<file path="src/rtl/spmv_mem_arbiter.sv">
`default_nettype none
// ============================================================================
// Module   : spmv_mem_arbiter
// Purpose  : Round-robin share of one memory port between NUM_PORTS SpMV PEs;
//            load tags carry the requester ID for response routing.
//            Optional perf counters: define SPMV_MEM_ARB_PERF_EN.
// Revision : 1.0 - initial release
// ============================================================================
module spmv_mem_arbiter #(
    parameter int NUM_PORTS = 4,
    parameter int ID_W      = 2,
    parameter int TAG_W     = 3,
    parameter int ADDR_W    = 48
) (
    input  logic                        clk,
    input  logic                        rst,
    input  logic [NUM_PORTS-1:0]        pe_req_ld,
    input  logic [NUM_PORTS-1:0]        pe_req_st,
    input  logic [NUM_PORTS*ADDR_W-1:0] pe_req_addr,
    input  logic [NUM_PORTS*64-1:0]     pe_req_d_or_tag,
    output logic [NUM_PORTS-1:0]        pe_req_stall,
    output logic [NUM_PORTS-1:0]        pe_rsp_push,
    output logic [TAG_W-1:0]            pe_rsp_tag,
    output logic [63:0]                 pe_rsp_q,
    input  logic [NUM_PORTS-1:0]        pe_rsp_stall,
    output logic                        mem_req_ld,
    output logic                        mem_req_st,
    output logic [ADDR_W-1:0]           mem_req_addr,
    output logic [63:0]                 mem_req_d_or_tag,
    input  logic                        mem_req_stall,
    input  logic                        mem_rsp_push,
    input  logic [ID_W+TAG_W-1:0]       mem_rsp_tag,
    input  logic [63:0]                 mem_rsp_q,
    output logic                        mem_rsp_stall
);

    localparam int c_PW = (NUM_PORTS > 1) ? $clog2(NUM_PORTS) : 1;

    logic [c_PW-1:0]      r_ptr;
    logic                 r_full;
    logic                 r_ld;
    logic                 r_st;
    logic [ADDR_W-1:0]    r_addr;
    logic [63:0]          r_data;
    logic                 r_bad_id;

    logic [NUM_PORTS-1:0] w_elig;
    logic                 w_free;
    logic                 w_gnt_vld;
    logic [c_PW-1:0]      w_gnt_idx;
    logic                 w_sel_ld;
    logic                 w_sel_st;
    logic [ADDR_W-1:0]    w_sel_addr;
    logic [63:0]          w_sel_d;
    logic [TAG_W-1:0]     w_sel_tag;
    logic [ID_W-1:0]      w_rsp_id;

    // A load whose response path is backpressured must not be issued.
    assign w_elig = (pe_req_ld & ~pe_rsp_stall) | pe_req_st;
    assign w_free = ~r_full | ~mem_req_stall;

    // Lowest eligible index at or above the pointer wins, otherwise lowest overall.
    always_comb begin
        w_gnt_vld = 1'b0;
        w_gnt_idx = '0;
        for (int i = NUM_PORTS - 1; i >= 0; i--) begin
            if (w_elig[i]) begin
                w_gnt_vld = 1'b1;
                w_gnt_idx = c_PW'(i);
            end
        end
        for (int i = NUM_PORTS - 1; i >= 0; i--) begin
            if (w_elig[i] && (i >= int'(r_ptr))) begin
                w_gnt_idx = c_PW'(i);
            end
        end
        if (rst || !w_free) begin
            w_gnt_vld = 1'b0;
        end
    end

    always_comb begin
        w_sel_ld   = 1'b0;
        w_sel_st   = 1'b0;
        w_sel_addr = '0;
        w_sel_d    = '0;
        w_sel_tag  = '0;
        for (int i = 0; i < NUM_PORTS; i++) begin
            if (int'(w_gnt_idx) == i) begin
                w_sel_ld   = pe_req_ld[i];
                w_sel_st   = pe_req_st[i];
                w_sel_addr = pe_req_addr[i*ADDR_W +: ADDR_W];
                w_sel_d    = pe_req_d_or_tag[i*64 +: 64];
                w_sel_tag  = pe_req_d_or_tag[i*64 +: TAG_W];
            end
        end
    end

    always_comb begin
        pe_req_stall = '1;
        if (w_gnt_vld) begin
            pe_req_stall[w_gnt_idx] = 1'b0;
        end
    end

    always_ff @(posedge clk) begin
        if (rst) begin
            r_ptr  <= '0;
            r_full <= 1'b0;
            r_ld   <= 1'b0;
            r_st   <= 1'b0;
            r_addr <= '0;
            r_data <= '0;
        end else if (w_free) begin
            if (w_gnt_vld) begin
                r_full <= 1'b1;
                r_ld   <= w_sel_ld;
                r_st   <= w_sel_st;
                r_addr <= w_sel_addr;
                r_data <= w_sel_st ? w_sel_d
                                   : {{(64-ID_W-TAG_W){1'b0}}, ID_W'(w_gnt_idx), w_sel_tag};
                r_ptr  <= (int'(w_gnt_idx) == NUM_PORTS - 1) ? '0 : w_gnt_idx + c_PW'(1);
            end else begin
                r_full <= 1'b0;
                r_ld   <= 1'b0;
                r_st   <= 1'b0;
            end
        end
    end

    assign mem_req_ld       = r_ld;
    assign mem_req_st       = r_st;
    assign mem_req_addr     = r_addr;
    assign mem_req_d_or_tag = r_data;

    assign w_rsp_id = mem_rsp_tag[ID_W+TAG_W-1:TAG_W];

    always_comb begin
        pe_rsp_push = '0;
        for (int i = 0; i < NUM_PORTS; i++) begin
            if (!rst && mem_rsp_push && (int'(w_rsp_id) == i)) begin
                pe_rsp_push[i] = 1'b1;
            end
        end
    end

    assign pe_rsp_tag    = rst ? '0 : mem_rsp_tag[TAG_W-1:0];
    assign pe_rsp_q      = rst ? '0 : mem_rsp_q;
    assign mem_rsp_stall = ~rst & (|pe_rsp_stall);

    always_ff @(posedge clk) begin
        if (rst) begin
            r_bad_id <= 1'b0;
        end else if (mem_rsp_push && (int'(w_rsp_id) >= NUM_PORTS)) begin
            r_bad_id <= 1'b1;
        end
    end

`ifdef SPMV_MEM_ARB_PERF_EN
    logic [63:0] grant_count [NUM_PORTS];
    logic [63:0] stall_count [NUM_PORTS];
    logic [63:0] mem_stall_count;

    always_ff @(posedge clk) begin
        if (rst) begin
            for (int i = 0; i < NUM_PORTS; i++) begin
                grant_count[i] <= '0;
                stall_count[i] <= '0;
            end
            mem_stall_count <= '0;
        end else begin
            for (int i = 0; i < NUM_PORTS; i++) begin
                if ((pe_req_ld[i] | pe_req_st[i]) && !pe_req_stall[i]) begin
                    grant_count[i] <= grant_count[i] + 64'd1;
                end
                if ((pe_req_ld[i] | pe_req_st[i]) && pe_req_stall[i]) begin
                    stall_count[i] <= stall_count[i] + 64'd1;
                end
            end
            if (r_full && mem_req_stall) begin
                mem_stall_count <= mem_stall_count + 64'd1;
            end
        end
    end
`endif

endmodule
`default_nettype wire
</file>
<file path="config.mk">
export PLATFORM = sky130hd
export DESIGN_NAME = spmv_mem_arbiter
export DESIGN_NICKNAME = d
export VERILOG_FILES = /design/src/rtl/spmv_mem_arbiter.sv
export SDC_FILE = /design/constraint.sdc
export NUM_CORES = 1
export LEC_CHECK = 0
export CORE_AREA = 2 2 284 286
export CTS_BUF_LIST = sky130_fd_sc_hd__clkbuf_4
export CTS_CLUSTER_DIAMETER = 120
export CTS_CLUSTER_SIZE = 30
export DETAILED_ROUTE_END_ITERATION = 8
export DIE_AREA = 0 0 286 288
export HOLD_SLACK_MARGIN = 0.15
export PLACE_DENSITY = 0.31
export SLEW_MARGIN = 10
export SYNTH_ARGS = -nofsm -noshare
export SYNTH_HDL_FRONTEND = slang
export SYNTH_SLANG_ARGS = --single-unit
export TNS_END_PERCENT = 20
</file>
<file path="constraint.sdc">
create_clock -name clk -period 2.7 [get_ports clk]
set_clock_uncertainty 0.1 [all_clocks]
set_input_delay 0.27 -clock clk [delete_from_list [all_inputs] [get_ports clk]]
set_output_delay 0.27 -clock clk [all_outputs]
set_load 0.1 [all_outputs]
</file>
; ---- After elaboration in Yosys (flattened, before gate mapping)
; Index checks and enable logic that the tools add are counted.
[op_classes]
n_lt_le_gt_ge = 5
mux = 46
bitwise = 9
eq_ne = 6
reduce_logical = 16
addsub = 1
[op_table]
columns = operator, n
row1 = $mux W64, 6
row2 = $mux W48, 4
row3 = $mux W1, 21
row4 = $mux W2, 8
row5 = $mux W3, 5
row6 = $logic_and A1 B1 Y1, 9
row7 = $eq A2 B2 Y1 const B, 4
row8 = $not A4 Y4, 2
row9 = $and A4 B4 Y4, 1
row10 = $eq A2 B1 Y1 const B, 2
row11 = $ge A1 B2 Y1 const A, 2
row12 = $logic_not A2 Y1, 2
row13 = $mux W4, 1
row14 = $or A4 B4 Y4, 1
row15 = $reduce_or A4 Y1, 1
row16 = $lt A2 B3 Y1 const B, 1
row17 = $not A1 Y1, 3
row18 = $add A2 B1 Y2 const B, 1
row19 = $demux W1 S2, 1
row20 = $ge A2 B1 Y1 const B, 1
row21 = $ge A2 B2 Y1 const A, 1
row22 = $logic_not A1 Y1, 2
row23 = $reduce_and A2 Y1, 1
row24 = $and A1 B1 Y1, 1
row25 = 2 further kinds, 2
[totals]
elab_cells = 89
register_bits = 117
in_bits = 533

; ---- Depth between registers and ports, before layout
[depth]
word_depth = 16
mapped_depth = 14
mapped_depth_nobuf = 11

; ---- Worst setup path after synthesis
; OpenSTA, ideal clock, no wires.
[synth_path]
path_kind = input to output
from = input port rst
to = output port pe_rsp_push[0]
stages = 3
path_slack_ps = -1492
t_arrival_ps = 3822
cell_sequence = clkbuf_1 > clkbuf_1 > nor4b_1
[synth_via]
elab_chain_len = 4
[synth_rtl]
columns = element, line_no
row1 = from (decl), 16  ; input logic rst,
row2 = $logic_not A1 Y1, 141  ; if (!rst && mem_rsp_push && (int'(w_rsp_id) == i)) begin
row3 = $logic_and A1 B1 Y1 (2 in series), 141
row4 = $mux W1, 141
row5 = to (decl), 22  ; output logic [NUM_PORTS-1:0] pe_rsp_push,
; Every way passes these cells.

; ---- Worst setup path in the final report
[layout_path]
from = register r_ptr[1]
to = register r_data[42], in the netlist mem_req_d_or_tag[42]
[layout_via]
elab_chain_len = 11
elab_cells_between_ends = 22
classes_between = order compare (3) / eq/ne (3) / mux (12) / reduce/logical (4)
[layout_rtl]
columns = element, line_no
row1 = from (decl), 39  ; logic [c_PW-1:0] r_ptr;
row2 = from (signal assigned), 122  ; r_ptr <= (int'(w_gnt_idx) == NUM_PORTS - 1) ? '0 : w_gnt_idx + c_PW'(1);
row3 = $ge A2 B2 Y1, 73  ; if (w_elig[i] && (i >= int'(r_ptr))) begin
row4 = $logic_and A1 B1 Y1, 73
row5 = $mux W2 (2 in series), 73
row6 = $mux W2 *, 73
row7 = $logic_not A2 Y1, 89  ; if (int'(w_gnt_idx) == i) begin
row8 = $mux W64 or $mux W1 (tied branches) (4 in series), 89
row9 = $mux W64 *, 120  ; r_data <= w_sel_st ? w_sel_d
row10 = to (signal assigned), 120
row11 = to (decl), 44  ; logic [63:0] r_data;
; Mark *: on every way between the ends. The rest lies on a longest branch, timed or not.
; A chain may end at the register's enable or synchronous reset.

==> results.py <==
metrics = {
    "critical_path": {
        "r2r-end": "mem_req_d_or_tag[42]",
        "required_ns": 3.24,
        "rrSetupSlack_ns": -0.1,
        "critPathArrivalTime_ns": 3.34,
        "ff2ff_path_depth": 15,
        "cp-start-kind": "flop",
        "r2r-start": "r_ptr[1]",
        "cp-end-kind": "flop",
        "critPathKind": "reg -> reg",
        "worstPathMaxFanout": 6,
    },
    "placement": {
        "gp_congestion": 0.832,
        "hpwlAfterDp_um": 52800,
        "io_buffers": 722,
        "place_area_um2": 16700,
        "place_ws_ns": -0.935,
    },
    "finish": {
        "final_cell_area_um2": 19600,
        "fin_util": 0.247,
        "regArea_um2": 2340,
        "drive_gt1_frac": 0.251,
        "nNetsFinal": 2450,
        "fill_cells": 8732,
        "multi_input_area_um2": 5280,
        "syn_to_final_growth_pct": 158,
    },
    "global_route": {
        "antenna_found_initial": 10,
        "grt_util_all_layers": 0.158,
        "grt_pass1_vias": 12300,
        "grt_remaining_overflow": 0,
        "grt_pass1_wl_um": 92800,
        "grt_max_degree": 92,
    },
    "clocking": {
        "htreeDepth": 4,
        "cts.sinks": 117,
        "root_buffer": "clkbuf_4",
        "clock_latency_ns": 0.72,
        "numCtsBuffers": 17,
        "clk_pin_slew_ns": 0.14,
        "tritoncts": "built",
        "cts_max_path_buffers": 2,
    },
    "synthesis": {
        "ys_ff_latch": 117,
        "yosysWarningCount": 0,
        "synthFlopType": "dfxtp_1",
        "seq_area_frac_synth": 0.308,
        "avgSynthCellArea_um2": 7.71,
        "syn_inst": 985,
        "syn_nets": 1522,
        "synth_edf_count": 0,
        "netlist-cell-type-count": 50,
        "synth_area_um2": 7600,
        "async_reset_ff_frac": 0,
    },
    "detailed_routing": {
        "routedWlPerCell_um": 23.0,
        "vias_per_cell": 3.92,
        "drc": 0,
        "drt_iter0_markers": 423,
        "dr_total_vias": 11700,
        "totalWireLength_um": 68800,
        "drt_pass1_iterations": 5,
        "drtAntennaViolNets": 0,
    },
    "timing": {
        "fmax_mhz": 357,
        "period_share": 1.04,
        "max_slew_margin": 0.541,
        "worst_slew_pin_slew_ns": 0.688,
        "period_minus_slack_ns": 2.80,
        "finalHoldViolations": 0,
        "setup_violations": 42,
        "rsz0062_at_grt": "true",
        "setup_tns_ns": -1.83,
        "drv_slew": 0,
        "setup_ws_ns": -0.0973,
    },
    "hold_path": {
        "hold_start": "pe_req_addr[111]",
        "holdPathStages": 5,
        "hp-class": "in -> reg",
        "hold_end": "mem_req_addr[15]",
    },
    "pwr": {
        "total_power_w": 0.0180,
        "powerDensity_nw_per_um2": 914,
        "ir_worst_vdd_mv": 0.534,
        "pwr-share-seq": 0.133,
        "p_int_w": 0.00830,
        "switching_share": 0.538,
        "clock_power_share": 0.095,
        "comb_power_share": 0.772,
        "p_leak_nw": 7.31,
        "p_switching_w": 0.00966,
    },
    "floorplanning": {
        "die_w_um": 286,
        "coreArea_um2": 79600,
        "initial_core_util": 0.0954,
        "design.die.area_um2": 82400,
        "ios": 723,
        "die_h_um": 288,
        "fp-row-count": 104,
    },
    "status": {
        "status": "finished with violations",
        "violations": "setup timing",
    },
    "run": {
        "drv_cap": 0,
    },
}
[power by group through the flow]
stage	logic [W]	registers (W)	clock network (W)
finish	0.0139	0.00239	0.00170
global route	0.0148	0.00244	0.00188
CTS	0.0134	0.00239	0.00185
detailed placement	0.0122	0.00242	0
global placement	0.0123	0.00243	0
floorplan	0.00448	0.00510	0
[synthesized netlist by cell type, drive strengths merged (4+ instances only)]
| master | n | area [um2] |
|---|---|---|
| a221oi | 112 | 981 |
| a21oi | 73 | 373 |
| nand3b | 5 | 37.5 |
| nor2b | 135 | 855 |
| nor2 | 51 | 194 |
| buf | 38 | 234 |
| clkbuf | 79 | 297 |
| nand2 | 56 | 220 |
| inv | 12 | 45.0 |
| or4 | 43 | 323 |
| o21ai | 8 | 40.0 |
| dfxtp | 117 | 2340 |
| o22ai | 45 | 282 |
| nor3 | 115 | 576 |
| ha | 4 | 50.1 |
| a211oi | 48 | 360 |
| o2bb2ai | 17 | 149 |
[sequential cells by signal, summed over array words and instances, names as in the netlist]
register          count
mem_req_d_or_tag     64
mem_req_addr         48
r_ptr                 2
mem_req_ld            1
mem_req_st            1
r_full                1
[metrics by stage]
step	cells	hold WS [ns]
finish	2995	0.258
global route	2993	0.156
CTS	2980	0.151
detailed placement	2766	0.349
global placement	2766	0.345
floorplan	985	0.313
[final cells by class]
cell class                      instances  area share
Sequential cell                       117       0.119
Multi-Input combinational cell        739       0.269
Antenna cell                            9     0.00115
Tap cell                             1060      0.0675
Timing Repair Buffer                 1026       0.524
Clock buffer                           18     0.00688
Clock inverter                         14      0.0102
Inverter                               12     0.00268
[cell usage in the layout (no fill, tap or decap), types with 3 or more instances in the layout]
cell and count:
nor3_1 107, clkinv_4 3, nor2b_1 132, or4_1 38, nand2_4 3, buf_4 266, buf_12 49, inv_1 6
nand2_1 50, bufinv_16 4, buf_6 17, inv_4 3, a211oi_1 35, clkbuf_4 18, ha_4 3, bufbuf_16 3
a21oi_1 55, or4_4 5, a211oi_2 12, nor2_1 50, diode_2 9, a21oi_2 18, nand3b_1 5, dfxtp_1 115
o22ai_1 41, buf_16 4, a221oi_1 84, inv_6 4, clkdlybuf4s50_1 531, nor3_2 8, o21ai_0 4, o22ai_2 3
inv_2 3, dlygate4sd3_1 152, a221oi_2 26, o2bb2ai_1 16, buf_8 3
[timing repair]
action | 4_1_cts | 5_1_grt
endpoints found under the hold margin | 114 | 0
setup buffers | 25 | 6
hold buffers | 152 | 0
pin swaps | 9 | 14
cloned | 5 | 1
setup endpoints to repair | 72 | 98
resized for setup | 54 | 86
[worst max path at each step]
stage,from,endpoint,depth (start not counted)
2_1_floorplan,rst,pe_rsp_push[1],2
3_3_place_gp,pe_rsp_stall[1],mem_req_addr[38],15
3_5_place_dp,pe_rsp_stall[1],mem_req_addr[38],15
4_1_cts,r_ptr[1],pe_req_stall[2],12
5_1_grt,r_ptr[1],pe_req_stall[2],11
6_report,r_ptr[1],mem_req_d_or_tag[42],15
[logic make-up (layout without fill, tap and decap cells)]
kind of cell,count (synthesis),after routing,synth area share
AOI/OAI and AO/OA,316,316,0.304
adders and majority gates,4,4,0.00659
buffers and inverters,129,1070,0.0757
DFF,117,117,0.308
muxes,1,1,0.00132
other,0,9,0
and+or+nand+nor,418,418,0.304
[critical path, cell delays in order (launching register included)]
cell and delay, ns:
dfxtp_2 0.38, buf_6 0.12, o21bai_4 0.07, a22oi_2 0.21
buf_6 0.16, inv_4 0.04, ha_4 0.16, buf_12 0.13
buf_8 0.14, buf_12 0.15, nand2_8 0.10, buf_12 0.12
clkbuf_16 0.15, o22ai_1 0.08, or4_1 0.48, a21oi_1 0.12
[routing by layer]
layer / wire length (um) / global-route usage / vias to the layer above / part of all wire
li1: - / - / 5645 / -
met1: 31100 / 0.207 / 5652 / 0.45
met5: 37 / 0 / - / 0.00054
met4: 714 / 0.0373 / 6 / 0.010
met2: 32800 / 0.263 / 399 / 0.48
met3: 4030 / 0.0350 / 36 / 0.059
(Power assumes the default switching activity.)
==> variant, RTL diff (config.mk and constraints unchanged) <==
The parameter `TAG_W` goes from 3 to 6.
--- a/src/rtl/spmv_mem_arbiter.sv
+++ b/src/rtl/spmv_mem_arbiter.sv
@@ -9,7 +9,7 @@
 module spmv_mem_arbiter #(
     parameter int NUM_PORTS = 4,
     parameter int ID_W      = 2,
-    parameter int TAG_W     = 3,
+    parameter int TAG_W     = 6,
     parameter int ADDR_W    = 48
 ) (
     input  logic                        clk,
Ports: changed (resized mem_rsp_tag and pe_rsp_tag); port bits go from 723 to 729. No check against the original RTL was run, so the function may have changed too.
==> variant against the unedited design <==
  * The flow still finishes with violations (negative setup slack)
  * Total power shrank 0.30%
  * Setup slack better by 0.090 ns
  * Synthesized area increased by 5.9%
  * Final cell count fell by 1.0%
  * Critical path depth is 6 lower
  * Register-to-register slack better by 0.19 ns
  * Wire length decreased by 13%
  * Final area fell by 3.2%
  * Synthesized cell count up 1.5%
  * Clock power shrank 11%
  * Sequential cell count unchanged
  * Via count is 3.0% lower
  * Critical endpoint is now pe_req_stall[1]
  * Largest cell class unchanged
==> variant: results (changes against the unedited design) <==
* Status: complete, but fails checks (unchanged)
* Violated checks: negative setup slack (unchanged)
* Final count of negative-setup-slack endpoints at 1 (was 42)
* Worst setup path start: pe_req_ld[2] (was r_ptr[1]$_SDFFE_PP0P_)
* Clock share of power at 8.4% (was 9.5%)
* Lkg Pwr at 7.003 nW (was 7.307 nW)
* Mean post-synth cell area at 8.045 sq um (was 7.714 sq um)
* Syn Nets at 1540 (was 1522)
* Setup ws final at -0.007017 ns (was -0.09730 ns)
* Hold path endpoint: mem_req_addr[13]$_SDFFE_PP0P_ (was mem_req_addr[15]$_SDFFE_PP0P_)
* Reg2reg end: mem_req_d_or_tag[0]$_SDFFE_PP0P_ (was mem_req_d_or_tag[42]$_SDFFE_PP0P_)
* Post-route insts no fill at 2965 (was 2995)
* Arrival time worst endpoint at 2.34 ns (was 3.34 ns)
* Port buffer count at 728 (was 722)
* Met2 Use GR at 24.06% (was 26.28%)
* Commonest cells in the netlist: nor2b_1, a21oi_1, dfxtp_1, a221oi_1, nor3_1 (was nor2b_1, dfxtp_1, nor3_1, a221oi_1, clkbuf_1)
* M1 GR Usage at 15.77% (was 20.66%)
* Placement-stage worst setup slack at -0.8355 ns (was -0.9352 ns)
* DRT iter0 DRCs at 421 (was 423)
* Comb power frac at 76.0% (was 77.2%)
* Worst-path maximum fanout at 7 (was 6)
* HP Start: pe_req_addr[109] (was pe_req_addr[111])
* Cells on worst reg2reg path at 12 (was 15)
* P_int at 7.524 mW (was 8.300 mW)
* GPL Wtd Cong at 0.8207 (was 0.8316)
* Net Sw Frac at 57.98% (was 53.78%)
* Hold WS at 0.2787 ns (was 0.2581 ns)
* Post-Route M1 WL at 24720 microns (was 31140 microns)
* Share of post-route cells with drive strength above 1 at 22.64% (was 25.13%)
* Met3 Use GR at 4.929% (was 3.502%)
* Inst Count DP at 2785 (was 2766)
* GRT Total Usage at 13.71% (was 15.80%)
* TNS Setup at -0.007017 ns (was -1.826 ns)
* Compound-gate portion of the synthesized area at 32.91% (was 30.45%)
* Post-Synth Adder-Cell Area at 0.6221% (was 0.6587%)
* Share of the yosys chip area belonging to registers at 29.11% (was 30.82%)
* Peak VDD IR at 0.3733 mV (was 0.5338 mV)
* DP Area at 16960 sq um (was 16690 sq um)
* Ranking of synthesized cells by area: dfxtp_1, nor2b_1, a221oi_1 (was dfxtp_1, a221oi_1, nor2b_1)
* Fillers at 8830 (was 8732)
* Routed WL at 59880 microns (was 68750 microns)
* Met2 Wirelength at 29500 microns (was 32830 microns)
* Antenna violations before repair at 17 (was 10)
* Largest net degree at the start of global routing at 70 (was 92)
* Skew-Pair Late Insertion Delay at 0.67 ns (was 0.72 ns)
variant: changes by cell type in the layout (fill, tap and decap cells not counted), moves of 41 or more:
cell      delta
o22ai_1     -41
nor2b_1     +49
a21oi_1     +61
nor2_1      -44
nand2_1     -41
nand3b_1    +59
variant: worst max-delay path: stages:
cell and delay, ns:
clkdlybuf4s50_1 0.49, nor2b_2 0.26, buf_4 0.16, nor4_4 0.04
buf_4 0.17, a311oi_4 0.37, buf_4 0.27, nand2_1 0.11
buf_12 0.18
variant: area by class of cell:
cell class,count,share of cell area (%)
diodes,6,0.07901
clock buffers,19,0.7506
clock inverters,13,0.8297
inverters,9,0.1778
multi-input cells,759,28.31
flip-flops and latches,117,12.35
well taps,1060,6.980
repair buffers,982,50.52
variant: what timing repair did:
item | 4_1_cts | 5_1_grt
gates resized for setup | 28 | 29
endpoints found under the setup margin | 81 | 98
hold endpoints to repair | 107 | 0
setup buffers | 8 | 0
pin swaps | 8 | 7
hold buffers | 130 | 0
gates cloned | 2 | 2
